<file path="config.mk">
export PLATFORM = sky130hd
export DESIGN_NAME = if_fetch_unit
export DESIGN_NICKNAME = d
export VERILOG_FILES = /design/src/rtl/mips_if_pkg.sv /design/src/rtl/if_prefetch_fifo.sv /design/src/rtl/if_fetch_unit.sv
export SDC_FILE = /design/constraint.sdc
export NUM_CORES = 1
export LEC_CHECK = 0
export CORE_MARGIN = 4
export CORE_UTILIZATION = 30
export DETAILED_ROUTE_END_ITERATION = 16
export PLACE_DENSITY = 0.59
export SLEW_MARGIN = 5
export SYNTH_ARGS = -nofsm -noshare
export SYNTH_HDL_FRONTEND = slang
export SYNTH_SLANG_ARGS = --single-unit
</file>
<file path="constraint.sdc">
create_clock -name clk -period 6 [get_ports clk]
set_input_delay 1.5 -clock clk [delete_from_list [all_inputs] [get_ports clk]]
set_output_delay 1.5 -clock clk [all_outputs]
set_load 0.005 [all_outputs]
</file>
<file path="src/rtl/mips_if_pkg.sv">
// Shared types and constants for the instruction fetch unit and its prefetch FIFO.
package mips_if_pkg;

   // Fetch request state: idle, waiting on a live request, or draining a squashed one
   typedef enum logic [1:0] {
      IDLE    = 2'd0,
      WAIT    = 2'd1,
      DISCARD = 2'd2
   } fetch_state_t;

   localparam logic [31:0] NOP_INSTR = 32'h0000_0000;
   localparam logic [31:0] PC_STEP   = 32'd4;
   localparam int          ENTRY_W   = 64;

   // One prefetched word together with the address of the following instruction
   typedef struct packed {
      logic [31:0] instr;
      logic [31:0] pc_plus4;
   } fifo_entry_t;

   // Redirect targets are always word addresses; low bits are discarded
   function automatic logic [31:0] align_word(input logic [31:0] addr);
      return {addr[31:2], 2'b00};
   endfunction

endpackage

</file>
<file path="src/rtl/if_prefetch_fifo.sv">
// Small ring-buffer FIFO holding prefetched {instr, pc+4} entries.
// DEPTH must be a power of two so the pointers wrap naturally.
module if_prefetch_fifo
   import mips_if_pkg::*;
#(
   parameter int DEPTH = 2
) (
   input  logic                    clk,
   input  logic                    rst,
   input  logic                    i_push,
   input  logic                    i_pop,
   input  logic                    i_clear,
   input  logic [ENTRY_W-1:0]      i_data,
   output logic [ENTRY_W-1:0]      o_head,
   output logic [$clog2(DEPTH):0]  o_count
);

   localparam int               PTR_W  = $clog2(DEPTH);
   localparam logic [PTR_W:0]   FULL_C = (PTR_W+1)'(DEPTH);
   localparam logic [PTR_W:0]   ZERO_C = (PTR_W+1)'(0);
   localparam logic [PTR_W-1:0] ONE_P  = PTR_W'(1);
   localparam logic [PTR_W:0]   ONE_C  = (PTR_W+1)'(1);

   logic [ENTRY_W-1:0] r_mem [DEPTH];
   logic [PTR_W-1:0]   r_wr_ptr;
   logic [PTR_W-1:0]   r_rd_ptr;
   logic [PTR_W:0]     r_count;
   logic               w_do_push;
   logic               w_do_pop;

   assign w_do_push = i_push & (r_count != FULL_C);
   assign w_do_pop  = i_pop  & (r_count != ZERO_C);
   assign o_head    = r_mem[r_rd_ptr];
   assign o_count   = r_count;

   // Storage array: written on push only, contents irrelevant while empty
   always_ff @(posedge clk) begin
      if (w_do_push && !i_clear) begin
         r_mem[r_wr_ptr] <= i_data;
      end
   end

   // Pointers and occupancy; clear wins over push and pop
   always_ff @(posedge clk) begin
      if (rst || i_clear) begin
         r_wr_ptr <= {PTR_W{1'b0}};
         r_rd_ptr <= {PTR_W{1'b0}};
         r_count  <= ZERO_C;
      end else begin
         if (w_do_push) begin
            r_wr_ptr <= r_wr_ptr + ONE_P;
         end
         if (w_do_pop) begin
            r_rd_ptr <= r_rd_ptr + ONE_P;
         end
         case ({w_do_push, w_do_pop})
            2'b10:   r_count <= r_count + ONE_C;
            2'b01:   r_count <= r_count - ONE_C;
            default: r_count <= r_count;
         endcase
      end
   end

endmodule

</file>
<file path="src/rtl/if_fetch_unit.sv">
// Instruction fetch stage: owns the fetch PC, issues one request at a time to a
// multi-cycle instruction memory and buffers returned words in a prefetch FIFO.
// Optional build macro IF_PERF_CNT_EN adds fetch and bubble performance counters.
module if_fetch_unit
   import mips_if_pkg::*;
#(
   parameter logic [31:0] RESET_PC   = 32'h0000_0000,
   parameter int          FIFO_DEPTH = 2
) (
   input  logic        clk,
   input  logic        rst,
   input  logic        stall,
   input  logic        load_forward_stall,
   input  logic        branch_taken,
   input  logic [31:0] branch_target,
   output logic        imem_req,
   output logic [31:0] imem_addr,
   input  logic        imem_ack,
   input  logic [31:0] imem_rdata,
   output logic [31:0] instruction_out,
   output logic [31:0] pc_out,
   output logic        valid_out
`ifdef IF_PERF_CNT_EN
   ,
   output logic [31:0] perf_fetch_cnt,
   output logic [31:0] perf_bubble_cnt
`endif
);

   localparam int               CNT_W   = $clog2(FIFO_DEPTH) + 1;
   localparam logic [CNT_W-1:0] DEPTH_C = CNT_W'(FIFO_DEPTH);
   localparam logic [CNT_W-1:0] ZERO_C  = CNT_W'(0);

   fetch_state_t      r_state;
   logic [31:0]       r_fetch_pc;
   logic              r_req;
   logic [31:0]       r_addr;

   logic              w_advance;
   logic              w_valid;
   logic              w_pop;
   logic              w_push;
   logic [CNT_W-1:0]  w_count;
   logic [CNT_W-1:0]  w_count_after;
   logic [ENTRY_W-1:0] w_fifo_head;
   fifo_entry_t       w_head;
   fifo_entry_t       w_push_entry;

   assign w_advance     = ~stall & ~load_forward_stall;
   assign w_valid       = (w_count != ZERO_C);
   assign w_pop         = w_advance & w_valid & ~branch_taken;
   assign w_push        = (r_state == WAIT) & imem_ack & ~branch_taken;
   // Issue decisions look at occupancy after this cycle's pop
   assign w_count_after = w_count - {{(CNT_W-1){1'b0}}, w_pop};
   assign w_head        = fifo_entry_t'(w_fifo_head);
   assign w_push_entry  = '{instr: imem_rdata, pc_plus4: r_fetch_pc + PC_STEP};

   assign imem_req  = r_req;
   assign imem_addr = r_addr;
   assign valid_out = w_valid;

   if_prefetch_fifo #(
      .DEPTH (FIFO_DEPTH)
   ) u_fifo (
      .clk     (clk),
      .rst     (rst),
      .i_push  (w_push),
      .i_pop   (w_pop),
      .i_clear (branch_taken),
      .i_data  (w_push_entry),
      .o_head  (w_fifo_head),
      .o_count (w_count)
   );

   // Present the FIFO head to IF/ID, or an all-zero bubble when nothing is buffered
   always_comb begin
      instruction_out = NOP_INSTR;
      pc_out          = 32'h0000_0000;
      if (w_valid) begin
         instruction_out = w_head.instr;
         pc_out          = w_head.pc_plus4;
      end else begin
         instruction_out = NOP_INSTR;
         pc_out          = 32'h0000_0000;
      end
   end

   // Fetch FSM with registered request outputs and fetch PC; redirect takes priority
   always_ff @(posedge clk) begin
      if (rst) begin
         r_state    <= IDLE;
         r_fetch_pc <= RESET_PC;
         r_req      <= 1'b0;
         r_addr     <= 32'h0000_0000;
      end else begin
         if (branch_taken) begin
            r_fetch_pc <= align_word(branch_target);
         end else if (w_push) begin
            r_fetch_pc <= r_fetch_pc + PC_STEP;
         end else begin
            r_fetch_pc <= r_fetch_pc;
         end

         case (r_state)
            IDLE: begin
               if (!branch_taken && (w_count_after < DEPTH_C)) begin
                  r_state <= WAIT;
                  r_req   <= 1'b1;
                  r_addr  <= r_fetch_pc;
               end else begin
                  r_state <= IDLE;
                  r_req   <= 1'b0;
               end
            end
            WAIT: begin
               if (imem_ack) begin
                  // Data is pushed or, under a redirect, dropped; either way go idle
                  r_state <= IDLE;
                  r_req   <= 1'b0;
               end else if (branch_taken) begin
                  r_state <= DISCARD;
                  r_req   <= 1'b1;
               end else begin
                  r_state <= WAIT;
                  r_req   <= 1'b1;
               end
            end
            DISCARD: begin
               if (imem_ack) begin
                  r_state <= IDLE;
                  r_req   <= 1'b0;
               end else begin
                  r_state <= DISCARD;
                  r_req   <= 1'b1;
               end
            end
            default: begin
               r_state <= IDLE;
               r_req   <= 1'b0;
            end
         endcase
      end
   end

`ifdef IF_PERF_CNT_EN
   logic [31:0] r_perf_fetch_cnt;
   logic [31:0] r_perf_bubble_cnt;

   assign perf_fetch_cnt  = r_perf_fetch_cnt;
   assign perf_bubble_cnt = r_perf_bubble_cnt;

   // Count delivered words and cycles where IF/ID wanted an instruction but got a bubble
   always_ff @(posedge clk) begin
      if (rst) begin
         r_perf_fetch_cnt  <= 32'h0000_0000;
         r_perf_bubble_cnt <= 32'h0000_0000;
      end else begin
         if (w_push) begin
            r_perf_fetch_cnt <= r_perf_fetch_cnt + 32'd1;
         end
         if (w_advance && !w_valid && !branch_taken) begin
            r_perf_bubble_cnt <= r_perf_bubble_cnt + 32'd1;
         end
      end
   end
`endif

endmodule
</file>
==> metrics.txt, run 1 <==
status completed; DRC 0; vias 6,236; crit path time final 4130 ps; I/O Buffers 161; Setup Buffers After CTS 0; worst-path cell with the longest stage delay dfxtp_4; vias in the first global route 6,063; CTS clock-pin slew for the worst setup and hold paths 70 ps; Tot GR Track Use 0.1432; Multi-input gate area 3164 um2; post-place setup slack 1831 ps; Rel. slew slack 0.4238; first-pass GRT wire length 34,990 um; Worst setup EP type output port; remaining antenna violation count after routing 0; clock tree sinks 192; critical path cell sequence buf_4 -> mux2i_1 -> nor2_1 -> clkdlybuf4s50_1; fin crit share 0.6883; initial antenna violation count 0; Final Skew 11.31 ps; HPWL Detailed 15,440 um; min-delay worst type flip-flop to flip-flop; placed cells 1,258; Yosys Warn Count 0; FP Rows 61; total gr overflow 0; clock tree buffer depth 2; wire length per cell 17.75 um; RSZ-0062 raised after global routing false; Skew-Pair Late Insertion Delay 430 ps; share of synthesized registers carrying an async set or reset 0; Yosys reg bits 192; Final TNS setup 0 ps; crit start category flip-flop; CP max stage delay 890 ps; Peak supply drop 0.1558 mV; Synth Instances 774; CTS tree yes; P per Cell Area 249.1 nW/um2; setup violators final 0; Total Die Area 31,610 um2; total routed wirelength 22,900 um; sequential share of the synthesized area 0.5879; number of nets in the layout 975; Synth cell types 60; Via-to-Cell Ratio 4.834; critical path class flip-flop to output port; CORE AREA 28,090 um2; register area 5089 um2; Worst EP required 4500 ps; Tightest Pin Transition 864.2 ps; io pins 168; initial DRC count 372; Top FF cell, synth edfxtp_1; number of diodes 0; max-slew violations 0; Worst Setup Slack, final 1870 ps; fin cells 1,290; htree depth 4; CTS Buf Count 17; die span in x 177.8 um; height of the die 177.8 um; First-pass DRT Iterations 5; f_max 242.1 MHz; clock root buffer clkbuf_16; Hold Vio Cnt, Final 0; Area Overhead vs Synth 27.35%; Hold-fix buffers, CTS 0; most common cell after layout, fill and taps aside clkdlybuf4s50_1; share of layout cells above drive strength 1 0.06250; gpl congestion 0.8342; largest net degree at the start of global routing 63; CP Data Arrival Time 2630 ps; synthesized area per cell 11.18 um2; Syn Std Cell Area 8650 um2; number of gates resized after cts 0; Starting Density 0.3080; most frequent cells in the layout 160 x clkdlybuf4s50_1, 124 x edfxtp_1, 95 x nor2_1; Leak 3.468 nW; number of synthesized flops with an enable pin 124; Filler Cells Inserted 2,786; Max-Cap Viols 0; CP Max Fanout 45
==> cell families (layout without fill, tap and decap cells) <==
group	Yosys count	after routing	synth area share
AND/OR/NAND/NOR	302	302	0.1688
other	1	4	0.0004335
AO/OA/AOI/OAI	89	89	0.07030
multiplexers	63	63	0.07291
XOR/XNOR	41	41	0.04152
buffers and inverters	80	215	0.04947
adder cells (fa/ha/maj)	6	6	0.008679
flip-flops	192	192	0.5879
==> critical path: cells and delay by family, from the launching register on <==
kind	cells	cell delay [ps]
buf+inv	2	980
mux	1	120
flops	1	890
simple gates	1	140
==> worst paths after layout <==
check,slack (ps),end,depth (start not counted),startpoint
setup / recovery,1870,instruction_out[16],4,flip-flop
hold / removal,460,imem_addr[7],2,imem_addr[7]
setup reg to reg,3230,u_fifo.r_mem[1][26],5,r_fetch_pc[3]
hold reg to reg,460,imem_addr[7],2,imem_addr[7]
==> area by class of cell <==
| cell class | instances | share of cell area |
|---|---|---|
| clock buffers | 24 | 0.04384 |
| multi-input cells | 505 | 0.2873 |
| well taps | 378 | 0.04293 |
| inverters | 11 | 0.003748 |
| repair buffers | 172 | 0.1556 |
| flip-flops and latches | 192 | 0.4619 |
| clock inverters | 8 | 0.004657 |
==> routing by layer <==
layer	up-vias	wire length, um	global-route usage
li1	3022	-	-
met1	3011	10860	0.2045
met4	0	255	0.03674
met5	-	0	0
met2	188	10360	0.2205
met3	15	1432	0.03238
==> cells in the mapped netlist, drive strengths merged, types with 3 or more instances <==
master,instances,share of area
a311oi,11,0.011
xnor2,23,0.023
mux2i,63,0.073
xor2,18,0.018
o211ai,4,0.0035
a211oi,8,0.0075
nor2,97,0.042
o31ai,6,0.0052
and4,4,0.0040
a21oi,36,0.021
edfxtp,124,0.43
clkbuf,40,0.017
inv,10,0.0043
nor4,11,0.0097
or2,3,0.0022
and3,6,0.0045
buf,28,0.026
and2,7,0.0051
or4,9,0.0090
or3,5,0.0036
ha,6,0.0087
nand2,92,0.040
dfxtp,68,0.16
nand4,18,0.015
nand3,17,0.012
nor3,24,0.014
o21ai,5,0.0029
==> state kept, by name (all words and copies together), names as in the netlist, named ones only <==
register,flops
r_state,2
u_fifo.r_wr_ptr,1
r_fetch_pc,30
imem_req,1
u_fifo.r_mem,124
imem_addr,30
u_fifo.r_rd_ptr,1
u_fifo.o_count,2
==> where the power goes <==
part           switching, W  leakage [nW]  internal, W
logic             0.0000988          1.52    0.0000994
clock network      0.000496         0.269     0.000569
registers         0.0000417          1.68      0.00144
==> metrics by stage <==
| stage | power [W] | hold WS, ps | util | instance area, um2 |
|---|---|---|---|---|
| floorplan | 0.001607 | 452.7 | - | 8661 |
| global placement | 0.001705 | 443.3 | 0.3732 | 10480 |
| detailed placement | 0.001709 | 450.6 | 0.3732 | 10480 |
| CTS | 0.002776 | 461.3 | 0.3922 | 11020 |
| global route | 0.002848 | 477.7 | 0.3922 | 11020 |
| finish | 0.002744 | 458.1 | 0.3922 | 11020 |
(Power assumes the default switching activity.)
==> run 2: changes to the inputs <==
Settings changed: PLACE_DENSITY 0.59 to 0.61.
Clock period 6 ns to 3.37 ns, I/O delays scaled along.
==> metrics.txt, run 2 (same netlist as run 1, synthesis figures left out) <==
Area Overhead vs Synth 29.22%; CP Max Fanout 55; CTS tree yes; total routed wirelength 22,580 um; Via-to-Cell Ratio 4.831; number of nets in the layout 981; I/O Buffers 161; Peak supply drop 0.2847 mV; Worst setup EP type output port; crit path time final 2912 ps; die span in x 177.8 um; CTS Buf Count 17; clock tree sinks 192; number of diodes 0; Setup Buffers After CTS 0; fin crit share 0.8641; CP Data Arrival Time 2070 ps; Hold-fix buffers, CTS 0; htree depth 4; Hold Vio Cnt, Final 0; Tightest Pin Transition 519.0 ps; initial DRC count 493; Rel. slew slack 0.6540; critical path cell sequence nor2_4 -> buf_12 -> nor2_1 -> clkdlybuf4s50_1; Post-Route Utilization 0.3979; vias 6,261; Skew-Pair Late Insertion Delay 430 ps; DRC 0; CP max stage delay 520 ps; HPWL Detailed 15,530 um; largest net degree at the start of global routing 63; CTS clock-pin slew for the worst setup and hold paths 70 ps; io pins 168; total gr overflow 0; Starting Density 0.3080; Max-Cap Viols 0; share of layout cells above drive strength 1 0.07081; Final TNS setup 0 ps; most common cell after layout, fill and taps aside clkdlybuf4s50_1; remaining antenna violation count after routing 0; RSZ-0062 raised after global routing false; min-delay worst type flip-flop to flip-flop; height of the die 177.8 um; Most flops, register u_fifo.r_mem; initial antenna violation count 0; vias in the first global route 5,912; Leak 3.541 nW; wire length per cell 17.43 um; number of flip-flops in the largest register 124; setup violators final 0; clock tree buffer depth 2; Tot GR Track Use 0.1425; number of gates resized after cts 0; First-pass DRT Iterations 5; FP Rows 61; most frequent cells in the layout 160 x clkdlybuf4s50_1, 124 x edfxtp_1, 95 x nor2_1; Final Skew 12.77 ps; Filler Cells Inserted 2,749; gpl congestion 0.8422; worst-path cell with the longest stage delay clkdlybuf4s50_1; CORE AREA 28,090 um2; first-pass GRT wire length 34,830 um; f_max 343.4 MHz; max-slew violations 0; register area 5089 um2; Multi-input gate area 3164 um2; critical path class flip-flop to output port; Total Die Area 31,610 um2; status completed; clock root buffer clkbuf_16; Worst EP required 2530 ps; P per Cell Area 449.9 nW/um2; crit start category flip-flop
-- run 2: cell types whose count changed in the layout (fill, tap and decap cells not counted) --
cell / before / now
buf_12: 2 / 7
clkbuf_1: 5 / 2
clkinv_4: 0 / 3
bufinv_16: 0 / 2
buf_4: 9 / 10
clkbuf_8: 1 / 0
clkinv_1: 1 / 2
clkinv_2: 3 / 2
inv_4: 3 / 2
-- run 2: layout make-up --
type,count,area share
well taps,378,0.04231
repair buffers,178,0.1630
flip-flops and latches,192,0.4553
inverters,11,0.003694
clock inverters,12,0.01164
multi-input cells,505,0.2831
clock buffers,20,0.04097
-- run 2: power breakdown --
| part | leakage (nW) | internal (W) | switching, W |
|---|---|---|---|
| Combinational | 1.57 | 0.000184 | 0.000178 |
| Clock | 0.292 | 0.00114 | 0.000886 |
| Sequential | 1.68 | 0.00256 | 0.0000752 |
-- run 2: worst paths after layout --
path | endpoint | slack [ps] | from | depth (start not counted)
hold reg to reg | imem_addr[10] | 460 | imem_addr[10] | 2
hold / removal | imem_addr[10] | 460 | imem_addr[10] | 2
setup / recovery | pc_out[21] | 460 | u_fifo.o_count[0] | 4
setup reg to reg | u_fifo.r_mem[1][26] | 820 | r_fetch_pc[3] | 6
-- run 2: metrics by stage --
step                std cells  total power, W  hold WS, ps  setup WS (ps)  area (um2)
floorplan                 777        0.002860        452.7          245.9        8670
detailed placement       1264        0.003050        450.2          466.6       10590
CTS                      1296        0.005086        460.9          408.3       11180
global route             1296        0.005225        474.8          320.9       11180
global placement         1264        0.003043        444.1          450.8       10590
finish                   1296        0.005029        455.9          458.1       11180
-- run 2: worst max-delay path, delay by kind of cell (launching register included) --
family | cells | cell delay [ps]
buffers and inverters | 2 | 820
flip-flops | 1 | 380
AND/OR/NAND/NOR | 2 | 420
-- run 2: metal layers --
layer	vias up	global-route usage	share of wire	routed length, um
met3	17	0.03494	0.060	1352
met4	0	0.02997	0.0072	163
li1	3046	-	-	-
met2	205	0.2150	0.45	10100
met5	-	0	0	0
met1	2993	0.2081	0.49	10970
